### config.mk
export PLATFORM = sky130hd
export DESIGN_NAME = d_hazard_ctrl_flat
export DESIGN_NICKNAME = d
export VERILOG_FILES = /design/src/rtl/d_hazard_ctrl_pkg.sv /design/src/rtl/d_hazard_ctrl_if.sv /design/src/rtl/d_hazard_ctrl_branch_cmp.sv /design/src/rtl/d_hazard_ctrl.sv /design/src/flat_wrapper.sv
export SDC_FILE = /design/constraint.sdc
export NUM_CORES = 1
export LEC_CHECK = 0
export ABC_AREA = 1
export BUFFER_PORTS_ARGS = -buffer_cell sky130_fd_sc_hd__clkbuf_2
export CAP_MARGIN = 20
export CORE_AREA = 2 2 137 139
export CTS_CLUSTER_SIZE = 14
export DETAILED_ROUTE_END_ITERATION = 6
export DIE_AREA = 0 0 139 141
export PLACE_DENSITY = 0.66
export SYNTH_ARGS = -nofsm -noshare
export SYNTH_HDL_FRONTEND = slang
export SYNTH_SLANG_ARGS = --single-unit
### constraint.sdc
create_clock -name clk -period 4.6 [get_ports clk]
set_clock_uncertainty 0.05 [all_clocks]
set_input_delay 0.46 -clock clk [delete_from_list [all_inputs] [get_ports clk]]
set_output_delay 0.46 -clock clk [all_outputs]
set_load 0.01 [all_outputs]
### src/rtl/d_hazard_ctrl_pkg.sv
// Shared encodings for the decode-stage hazard / branch control slice.
package d_hazard_ctrl_pkg;

   // Branch condition selects (s_D_cmp); 6 and 7 are unused and compare false
   typedef enum logic [2:0] {
      CMP_EQ  = 3'd0,
      CMP_NE  = 3'd1,
      CMP_LEZ = 3'd2,
      CMP_GTZ = 3'd3,
      CMP_LTZ = 3'd4,
      CMP_GEZ = 3'd5
   } cmp_sel_e;

   // D-stage forward selects
   localparam logic [1:0] FW_REG = 2'd0;
   localparam logic [1:0] FW_E   = 2'd1;
   localparam logic [1:0] FW_M   = 2'd2;
   localparam logic [1:0] FW_W   = 2'd3;

   // E/M-stage forward selects (value 2 is never used for M)
   localparam logic [1:0] FWE_REG = 2'd0;
   localparam logic [1:0] FWE_M   = 2'd1;
   localparam logic [1:0] FWE_W   = 2'd2;

   // A later stage writing a non-zero register that matches the source field
   function automatic logic reg_hit(input logic [4:0] wreg, input logic [4:0] src);
      return (src != 5'd0) && (wreg == src);
   endfunction

endpackage

### src/rtl/d_hazard_ctrl_if.sv
// Pipeline-side signal bundle for d_hazard_ctrl.
interface d_hazard_ctrl_if;
   logic [1:0]  T_use_rs, T_use_rt;
   logic [1:0]  D_T_new, E_T_new, M_T_new;
   logic [4:0]  E_Wreg, M_Wreg, W_Wreg;
   logic        W_GRF_WE;
   logic [4:0]  D_rs, D_rt, E_rs, E_rt, M_rs, M_rt, W_rs, W_rt;
   logic        E_is_SW, E_is_LW, M_is_SW, M_is_LW, W_is_LW;
   logic [31:0] D_Rdata1, D_Rdata2;
   logic [2:0]  s_D_cmp;
   logic [15:0] D_imm16;
   logic [25:0] D_imm26;
   logic [31:0] D_pc, D_adder;
   logic        stall;
   logic [1:0]  s_D_rs_data, s_D_rt_data;
   logic [1:0]  s_E_rs_data, s_E_rt_data;
   logic [1:0]  s_M_rt_data;
   logic        D_equal;
   logic [31:0] D_imm16_EXT, D_imm26_EXT;
   logic [31:0] stall_cnt;

   modport master (
      output T_use_rs, T_use_rt, D_T_new, E_T_new, M_T_new,
             E_Wreg, M_Wreg, W_Wreg, W_GRF_WE,
             D_rs, D_rt, E_rs, E_rt, M_rs, M_rt, W_rs, W_rt,
             E_is_SW, E_is_LW, M_is_SW, M_is_LW, W_is_LW,
             D_Rdata1, D_Rdata2, s_D_cmp, D_imm16, D_imm26, D_pc, D_adder,
      input  stall, s_D_rs_data, s_D_rt_data, s_E_rs_data, s_E_rt_data,
             s_M_rt_data, D_equal, D_imm16_EXT, D_imm26_EXT, stall_cnt
   );

   modport slave (
      input  T_use_rs, T_use_rt, D_T_new, E_T_new, M_T_new,
             E_Wreg, M_Wreg, W_Wreg, W_GRF_WE,
             D_rs, D_rt, E_rs, E_rt, M_rs, M_rt, W_rs, W_rt,
             E_is_SW, E_is_LW, M_is_SW, M_is_LW, W_is_LW,
             D_Rdata1, D_Rdata2, s_D_cmp, D_imm16, D_imm26, D_pc, D_adder,
      output stall, s_D_rs_data, s_D_rt_data, s_E_rs_data, s_E_rt_data,
             s_M_rt_data, D_equal, D_imm16_EXT, D_imm26_EXT, stall_cnt
   );
endinterface

### src/rtl/d_hazard_ctrl_branch_cmp.sv
// Decode-stage branch comparator and branch/jump target extender.
module d_branch_cmp
   import d_hazard_ctrl_pkg::*;
(
   input  logic [31:0] rdata1,
   input  logic [31:0] rdata2,
   input  logic [2:0]  s_cmp,
   input  logic [15:0] imm16,
   input  logic [25:0] imm26,
   input  logic [31:0] pc,
   input  logic [31:0] adder,
   output logic        equal,
   output logic [31:0] imm16_ext,
   output logic [31:0] imm26_ext
);

   // Signed branch condition on the forwarded operands
   always_comb begin
      equal = 1'b0;
      case (cmp_sel_e'(s_cmp))
         CMP_EQ:  equal = (rdata1 == rdata2);
         CMP_NE:  equal = (rdata1 != rdata2);
         CMP_LEZ: equal = ($signed(rdata1) <= 32'sd0);
         CMP_GTZ: equal = ($signed(rdata1) >  32'sd0);
         CMP_LTZ: equal = ($signed(rdata1) <  32'sd0);
         CMP_GEZ: equal = ($signed(rdata1) >= 32'sd0);
         default: equal = 1'b0;
      endcase
   end

   // PC-relative branch target and pseudo-direct jump target
   always_comb begin
      imm16_ext = adder + {{14{imm16[15]}}, imm16, 2'b00};
      imm26_ext = {pc[31:28], imm26, 2'b00};
   end

endmodule

### src/rtl/d_hazard_ctrl.sv
// Decode-stage stall/forwarding control with branch compare and stall counter.
module d_hazard_ctrl
   import d_hazard_ctrl_pkg::*;
(
   input  logic           clk,
   input  logic           rst,
   d_hazard_ctrl_if.slave bus
);

   logic        stall_w;
   logic [31:0] stall_cnt_d, stall_cnt_q;

   // Stall when an in-flight producer cannot deliver before the operand is used
   always_comb begin
      stall_w = 1'b0;
      if (reg_hit(bus.E_Wreg, bus.D_rs) && (bus.T_use_rs < bus.E_T_new)) stall_w = 1'b1;
      if (reg_hit(bus.M_Wreg, bus.D_rs) && (bus.T_use_rs < bus.M_T_new)) stall_w = 1'b1;
      if (reg_hit(bus.E_Wreg, bus.D_rt) && (bus.T_use_rt < bus.E_T_new)) stall_w = 1'b1;
      if (reg_hit(bus.M_Wreg, bus.D_rt) && (bus.T_use_rt < bus.M_T_new)) stall_w = 1'b1;
   end

   // D-stage forwarding, nearest ready producer wins (E > M > W)
   always_comb begin
      s_d_rs: begin
         bus.s_D_rs_data = FW_REG;
         if      (reg_hit(bus.E_Wreg, bus.D_rs) && bus.E_T_new == 2'd0) bus.s_D_rs_data = FW_E;
         else if (reg_hit(bus.M_Wreg, bus.D_rs) && bus.M_T_new == 2'd0) bus.s_D_rs_data = FW_M;
         else if (reg_hit(bus.W_Wreg, bus.D_rs) && bus.W_GRF_WE)        bus.s_D_rs_data = FW_W;
      end
      s_d_rt: begin
         bus.s_D_rt_data = FW_REG;
         if      (reg_hit(bus.E_Wreg, bus.D_rt) && bus.E_T_new == 2'd0) bus.s_D_rt_data = FW_E;
         else if (reg_hit(bus.M_Wreg, bus.D_rt) && bus.M_T_new == 2'd0) bus.s_D_rt_data = FW_M;
         else if (reg_hit(bus.W_Wreg, bus.D_rt) && bus.W_GRF_WE)        bus.s_D_rt_data = FW_W;
      end
   end

   // E- and M-stage forwarding from later stages
   always_comb begin
      bus.s_E_rs_data = FWE_REG;
      bus.s_E_rt_data = FWE_REG;
      bus.s_M_rt_data = FWE_REG;
      if      (reg_hit(bus.M_Wreg, bus.E_rs) && bus.M_T_new == 2'd0) bus.s_E_rs_data = FWE_M;
      else if (reg_hit(bus.W_Wreg, bus.E_rs) && bus.W_GRF_WE)        bus.s_E_rs_data = FWE_W;
      if      (reg_hit(bus.M_Wreg, bus.E_rt) && bus.M_T_new == 2'd0) bus.s_E_rt_data = FWE_M;
      else if (reg_hit(bus.W_Wreg, bus.E_rt) && bus.W_GRF_WE)        bus.s_E_rt_data = FWE_W;
      if (reg_hit(bus.W_Wreg, bus.M_rt) && bus.W_GRF_WE)             bus.s_M_rt_data = FWE_M;
   end

   // Saturating stall counter next value
   always_comb begin
      stall_cnt_d = stall_cnt_q;
      if (stall_w && (stall_cnt_q != '1)) stall_cnt_d = stall_cnt_q + 32'd1;
   end

   // Counter register, synchronous active-low reset
   always_ff @(posedge clk) begin
      if (!rst) stall_cnt_q <= '0;
      else      stall_cnt_q <= stall_cnt_d;
   end

   assign bus.stall     = stall_w;
   assign bus.stall_cnt = stall_cnt_q;

   d_branch_cmp u_branch_cmp (
      .rdata1    (bus.D_Rdata1),
      .rdata2    (bus.D_Rdata2),
      .s_cmp     (bus.s_D_cmp),
      .imm16     (bus.D_imm16),
      .imm26     (bus.D_imm26),
      .pc        (bus.D_pc),
      .adder     (bus.D_adder),
      .equal     (bus.D_equal),
      .imm16_ext (bus.D_imm16_EXT),
      .imm26_ext (bus.D_imm26_EXT)
   );

endmodule

### src/flat_wrapper.sv
// flat-port wrapper written by rule: the top's interface ports become plain ports
module d_hazard_ctrl_flat import d_hazard_ctrl_pkg::*;
  (clk, rst, bus_T_use_rs, bus_T_use_rt, bus_D_T_new, bus_E_T_new, bus_M_T_new, bus_E_Wreg, bus_M_Wreg, bus_W_Wreg, bus_W_GRF_WE, bus_D_rs, bus_D_rt, bus_E_rs, bus_E_rt, bus_M_rs, bus_M_rt, bus_W_rs, bus_W_rt, bus_E_is_SW, bus_E_is_LW, bus_M_is_SW, bus_M_is_LW, bus_W_is_LW, bus_D_Rdata1, bus_D_Rdata2, bus_s_D_cmp, bus_D_imm16, bus_D_imm26, bus_D_pc, bus_D_adder, bus_stall, bus_s_D_rs_data, bus_s_D_rt_data, bus_s_E_rs_data, bus_s_E_rt_data, bus_s_M_rt_data, bus_D_equal, bus_D_imm16_EXT, bus_D_imm26_EXT, bus_stall_cnt);
  d_hazard_ctrl_if bus_i ();
  input  logic clk;
  input  logic rst;
  input wire logic [$bits(bus_i.T_use_rs)-1:0] bus_T_use_rs;
  input wire logic [$bits(bus_i.T_use_rt)-1:0] bus_T_use_rt;
  input wire logic [$bits(bus_i.D_T_new)-1:0] bus_D_T_new;
  input wire logic [$bits(bus_i.E_T_new)-1:0] bus_E_T_new;
  input wire logic [$bits(bus_i.M_T_new)-1:0] bus_M_T_new;
  input wire logic [$bits(bus_i.E_Wreg)-1:0] bus_E_Wreg;
  input wire logic [$bits(bus_i.M_Wreg)-1:0] bus_M_Wreg;
  input wire logic [$bits(bus_i.W_Wreg)-1:0] bus_W_Wreg;
  input wire logic [$bits(bus_i.W_GRF_WE)-1:0] bus_W_GRF_WE;
  input wire logic [$bits(bus_i.D_rs)-1:0] bus_D_rs;
  input wire logic [$bits(bus_i.D_rt)-1:0] bus_D_rt;
  input wire logic [$bits(bus_i.E_rs)-1:0] bus_E_rs;
  input wire logic [$bits(bus_i.E_rt)-1:0] bus_E_rt;
  input wire logic [$bits(bus_i.M_rs)-1:0] bus_M_rs;
  input wire logic [$bits(bus_i.M_rt)-1:0] bus_M_rt;
  input wire logic [$bits(bus_i.W_rs)-1:0] bus_W_rs;
  input wire logic [$bits(bus_i.W_rt)-1:0] bus_W_rt;
  input wire logic [$bits(bus_i.E_is_SW)-1:0] bus_E_is_SW;
  input wire logic [$bits(bus_i.E_is_LW)-1:0] bus_E_is_LW;
  input wire logic [$bits(bus_i.M_is_SW)-1:0] bus_M_is_SW;
  input wire logic [$bits(bus_i.M_is_LW)-1:0] bus_M_is_LW;
  input wire logic [$bits(bus_i.W_is_LW)-1:0] bus_W_is_LW;
  input wire logic [$bits(bus_i.D_Rdata1)-1:0] bus_D_Rdata1;
  input wire logic [$bits(bus_i.D_Rdata2)-1:0] bus_D_Rdata2;
  input wire logic [$bits(bus_i.s_D_cmp)-1:0] bus_s_D_cmp;
  input wire logic [$bits(bus_i.D_imm16)-1:0] bus_D_imm16;
  input wire logic [$bits(bus_i.D_imm26)-1:0] bus_D_imm26;
  input wire logic [$bits(bus_i.D_pc)-1:0] bus_D_pc;
  input wire logic [$bits(bus_i.D_adder)-1:0] bus_D_adder;
  output wire logic [$bits(bus_i.stall)-1:0] bus_stall;
  output wire logic [$bits(bus_i.s_D_rs_data)-1:0] bus_s_D_rs_data;
  output wire logic [$bits(bus_i.s_D_rt_data)-1:0] bus_s_D_rt_data;
  output wire logic [$bits(bus_i.s_E_rs_data)-1:0] bus_s_E_rs_data;
  output wire logic [$bits(bus_i.s_E_rt_data)-1:0] bus_s_E_rt_data;
  output wire logic [$bits(bus_i.s_M_rt_data)-1:0] bus_s_M_rt_data;
  output wire logic [$bits(bus_i.D_equal)-1:0] bus_D_equal;
  output wire logic [$bits(bus_i.D_imm16_EXT)-1:0] bus_D_imm16_EXT;
  output wire logic [$bits(bus_i.D_imm26_EXT)-1:0] bus_D_imm26_EXT;
  output wire logic [$bits(bus_i.stall_cnt)-1:0] bus_stall_cnt;
  assign bus_i.T_use_rs = bus_T_use_rs;
  assign bus_i.T_use_rt = bus_T_use_rt;
  assign bus_i.D_T_new = bus_D_T_new;
  assign bus_i.E_T_new = bus_E_T_new;
  assign bus_i.M_T_new = bus_M_T_new;
  assign bus_i.E_Wreg = bus_E_Wreg;
  assign bus_i.M_Wreg = bus_M_Wreg;
  assign bus_i.W_Wreg = bus_W_Wreg;
  assign bus_i.W_GRF_WE = bus_W_GRF_WE;
  assign bus_i.D_rs = bus_D_rs;
  assign bus_i.D_rt = bus_D_rt;
  assign bus_i.E_rs = bus_E_rs;
  assign bus_i.E_rt = bus_E_rt;
  assign bus_i.M_rs = bus_M_rs;
  assign bus_i.M_rt = bus_M_rt;
  assign bus_i.W_rs = bus_W_rs;
  assign bus_i.W_rt = bus_W_rt;
  assign bus_i.E_is_SW = bus_E_is_SW;
  assign bus_i.E_is_LW = bus_E_is_LW;
  assign bus_i.M_is_SW = bus_M_is_SW;
  assign bus_i.M_is_LW = bus_M_is_LW;
  assign bus_i.W_is_LW = bus_W_is_LW;
  assign bus_i.D_Rdata1 = bus_D_Rdata1;
  assign bus_i.D_Rdata2 = bus_D_Rdata2;
  assign bus_i.s_D_cmp = bus_s_D_cmp;
  assign bus_i.D_imm16 = bus_D_imm16;
  assign bus_i.D_imm26 = bus_D_imm26;
  assign bus_i.D_pc = bus_D_pc;
  assign bus_i.D_adder = bus_D_adder;
  assign bus_stall = bus_i.stall;
  assign bus_s_D_rs_data = bus_i.s_D_rs_data;
  assign bus_s_D_rt_data = bus_i.s_D_rt_data;
  assign bus_s_E_rs_data = bus_i.s_E_rs_data;
  assign bus_s_E_rt_data = bus_i.s_E_rt_data;
  assign bus_s_M_rt_data = bus_i.s_M_rt_data;
  assign bus_D_equal = bus_i.D_equal;
  assign bus_D_imm16_EXT = bus_i.D_imm16_EXT;
  assign bus_D_imm26_EXT = bus_i.D_imm26_EXT;
  assign bus_stall_cnt = bus_i.stall_cnt;
  d_hazard_ctrl u_core (.clk(clk), .rst(rst), .bus(bus_i));
endmodule
==> impl_metrics.py <==
metrics = {
    "outcome": {
        "outcome": "finished clean",
    },
    "global_route": {
        "grt_first_pass_wirelength_mm": 29.39,
        "grt.overflow.total": 0,
        "globalRouteTotalUtil": 0.1787,
        "grt_start_max_net_pins": 30,
        "antenna_violations_before_repair": 0,
        "grt_pass1_vias": 6196,
    },
    "layout": {
        "design.final.nets": 1497,
        "number_of_standard_cells_in_the_final_layout_excluding_fillers": 1450,
        "num-fill-cells": 2083,
        "area_growth_syn_to_layout_pct": 21.95,
        "largest_reg_flops": 32,
        "final_design_area_no_fill_um2": 7057,
        "post_route_cells_drive_above_1_share": 0.2204,
        "num_antenna_cells": 0,
    },
    "timing": {
        "max_freq_ghz": 0.3283,
        "fin_crit_sh": 0.6621,
        "timing.final.max_slew_violations": 0,
        "setup_total_negative_slack_ps": 0,
        "worstMarginPinSlew_ps": 892.9,
        "layout_min_cycle_time_ps": 3046,
        "finalSetupViolCount": 0,
        "max-slew-margin-rel": 0.4046,
        "grt_setup_unrepaired": "false",
        "hold_violations": 0,
        "hold_ws_ps": 444.2,
    },
    "floorplanning": {
        "core.rowCount": 50,
        "die_h_um": 141,
        "die-area_um2": 19600,
        "die_width_um": 139,
        "fp.coreArea_um2": 18270,
        "initial_utilization": 0.3168,
        "boundaryPins": 354,
    },
    "pwr": {
        "vdd.ir_drop.worst_mv": 0.1869,
        "p_leak_uw": 0.003576,
        "power.density_cell_area_nw_per_um2": 168.8,
    },
    "logic_synthesis": {
        "synth-warning-count": 0,
        "number_of_enable_flip_flop_cells_after_synthesis": 0,
        "syn-instance-count": 1019,
        "ys_dominant_reg_cell": "sky130_fd_sc_hd__dfxtp_1",
        "largest_area_contributor_in_the_netlist": "sky130_fd_sc_hd__nand2_1",
        "synth.cells.most_frequent": "sky130_fd_sc_hd__nand2_1 (285), sky130_fd_sc_hd__nor2_1 (148), sky130_fd_sc_hd__inv_1 (114)",
        "yosys-top-cells-area": "sky130_fd_sc_hd__nand2_1 (18%), sky130_fd_sc_hd__dfxtp_1 (11%), sky130_fd_sc_hd__nor2_1 (9.6%)",
        "syn_area_per_cell_um2": 5.679,
        "synth.top_cell.area_share": 0.1849,
        "synth-seq-cells": 32,
        "synth.yosys.seq_area_share": 0.1107,
        "post-synth-top-count-cell": "sky130_fd_sc_hd__nand2_1",
        "postSynth.asyncResetShare": 0,
        "synth_area_um2": 5787,
        "synth_cell_type_count": 45,
    },
    "run": {
        "max_cap_viols": 0,
    },
    "placed_design": {
        "detailed_place.area_um2": 6904,
        "placed_cell_count": 1443,
        "dp_hpwl_mm": 16.13,
        "place.gp.congestion": 0.9070,
        "placement.io_buffers": 236,
    },
    "drt": {
        "drc": 0,
        "totalWireLength_mm": 18.73,
        "route.vias.total": 6923,
        "first_pass_iters": 6,
        "wl_per_cell_um": 12.92,
        "route.antenna.remaining_nets": 0,
        "first_iter_violations": 351,
        "via_per_inst": 4.774,
    },
    "clocking": {
        "cts.clk_slew.worst_paths_ps": 50,
        "clk_latency_ps": 280,
        "cts_inserted_buffers": 5,
        "root_buffer": "sky130_fd_sc_hd__clkbuf_16",
        "post_cts_hold_buffer_count": 0,
        "cts.repair_timing.setup_buffer_count": 0,
        "htree_num_levels": 2,
        "cts.sinks": 32,
        "cts_tree": "done",
        "clk_path_buf_depth": 2,
        "cts_resized": 0,
    },
    "setup_path": {
        "critical_path_arrival_ps": 2540,
        "crit_end_element": "output port",
        "most_prevalent_standard_cell_on_the_critical_path": "sky130_fd_sc_hd__nand2_1",
        "crit_path_max_incr_delay_ps": 400,
        "worst-endpoint-required_ps": 4090,
        "crit_path_cell_trace": "clkbuf_2 > ha_1 > fa_1 > nand3_1 > nand2_1 > a21boi_0 > inv_1 > nand2_1 > nand2_1 > a21oi_1 > xnor2_1 > clkbuf_2",
        "rr_startpoint": "u_core.bus.stall_cnt[0]",
        "crit_fanout": 4,
        "timing.critical_path.from_type": "primary input",
        "critPathKind": "in2out",
        "reg2reg_setup_slack_ps": 2300,
        "r2r-end": "u_core.bus.stall_cnt[23]",
        "r2r_cells": 13,
        "crit_path_top_delay_cell": "sky130_fd_sc_hd__fa_1",
    },
    "worst_hold_path": {
        "hold-path-cell-count": 2,
        "min-delay-start": "u_core.bus.stall_cnt[20]",
        "holdPathEnd": "u_core.bus.stall_cnt[20]",
        "worst_hold_path_type": "reg2reg",
    },
}
power breakdown:
part / switching [uW] / total, uW / internal, uW
registers: 1.82 / 280 / 279
logic: 335 / 568 / 233
clock network: 115 / 342 / 227
layout make-up:
class / count / area (um^2) / area share
Clock buffer: 7 / 152.6 / 0.02163
Inverter: 116 / 435.4 / 0.06170
Tap cell: 234 / 292.8 / 0.04149
Multi-Input combinational cell: 824 / 4347 / 0.6160
Sequential cell: 32 / 640.6 / 0.09078
Timing Repair Buffer: 237 / 1189 / 0.1684
how the worst max path moves through the flow:
stage | from | end | slack, ps | depth (start not counted)
final | bus_D_adder[2] | bus_D_imm16_EXT[20] | 1550 | 12
after global routing | bus_D_adder[2] | bus_D_imm16_EXT[20] | 1340 | 12
after CTS | bus_D_adder[2] | bus_D_imm16_EXT[20] | 1550 | 12
after detailed placement | bus_D_adder[2] | bus_D_imm16_EXT[20] | 1550 | 12
after global placement | bus_D_adder[2] | bus_D_imm16_EXT[20] | 1590 | 12
after floorplan | bus_D_adder[2] | bus_D_imm16_EXT[20] | 2030 | 10
routing by layer:
metal | global-route usage | vias up | routed length [um]
li1 | - | 3648 | -
met1 | 0.2227 | 3034 | 8227
met2 | 0.3282 | 209 | 9121
met3 | 0.02310 | 32 | 1031
met4 | 0.03987 | 0 | 354
met5 | 0 | - | 0
critical path: cells and delay by family:
| kind | cells | cell delay, ps |
|---|---|---|
| compound gates | 2 | 520 |
| xor+xnor | 1 | 160 |
| fa+ha+maj | 2 | 610 |
| buf+inv | 3 | 380 |
| simple gates | 4 | 410 |
cells by family (layout without fill, tap and decap cells):
kind of cell | after synthesis | in the layout | share of synthesized area
other | 1 | 3 | 0.0006480
buffers and inverters | 165 | 360 | 0.1395
XOR/XNOR | 83 | 83 | 0.1256
AO/OA/AOI/OAI | 124 | 124 | 0.1235
adder cells (fa/ha/maj) | 35 | 35 | 0.07697
AND/OR/NAND/NOR | 579 | 579 | 0.4231
flip-flops | 32 | 32 | 0.1107
stage by stage:
step | total power, uW | worst slack (ps) | util
6_report | 1191 | 1554 | 0.3863
5_1_grt | 1272 | 1336 | 0.3863
4_1_cts | 1195 | 1545 | 0.3863
3_5_place_dp | 854.2 | 1546 | 0.3779
3_3_place_gp | 849.8 | 1588 | 0.3779
2_1_floorplan | 659.6 | 2025 | -
placed cells by master (no fill, tap or decap), types with 5 or more instances in the layout:
cell type	synthesis	layout
sky130_fd_sc_hd__nand2_1	285	285
sky130_fd_sc_hd__clkbuf_2	0	236
sky130_fd_sc_hd__nor2_1	148	148
sky130_fd_sc_hd__inv_1	114	114
sky130_fd_sc_hd__nand3_1	79	79
sky130_fd_sc_hd__a21oi_1	62	62
sky130_fd_sc_hd__xnor2_1	46	46
sky130_fd_sc_hd__xor2_1	37	37
sky130_fd_sc_hd__ha_1	34	34
sky130_fd_sc_hd__dfxtp_1	32	32
sky130_fd_sc_hd__o21ai_0	26	26
sky130_fd_sc_hd__nor3_1	18	18
sky130_fd_sc_hd__nand4_1	15	15
sky130_fd_sc_hd__nand3b_1	7	7
sky130_fd_sc_hd__a31oi_1	6	6
sky130_fd_sc_hd__nor2_2	6	6
sky130_fd_sc_hd__or2_2	6	6
sky130_fd_sc_hd__o21bai_1	5	5
sky130_fd_sc_hd__clkbuf_16	0	5
No activity file was read; power rests on OpenSTA's default activity.
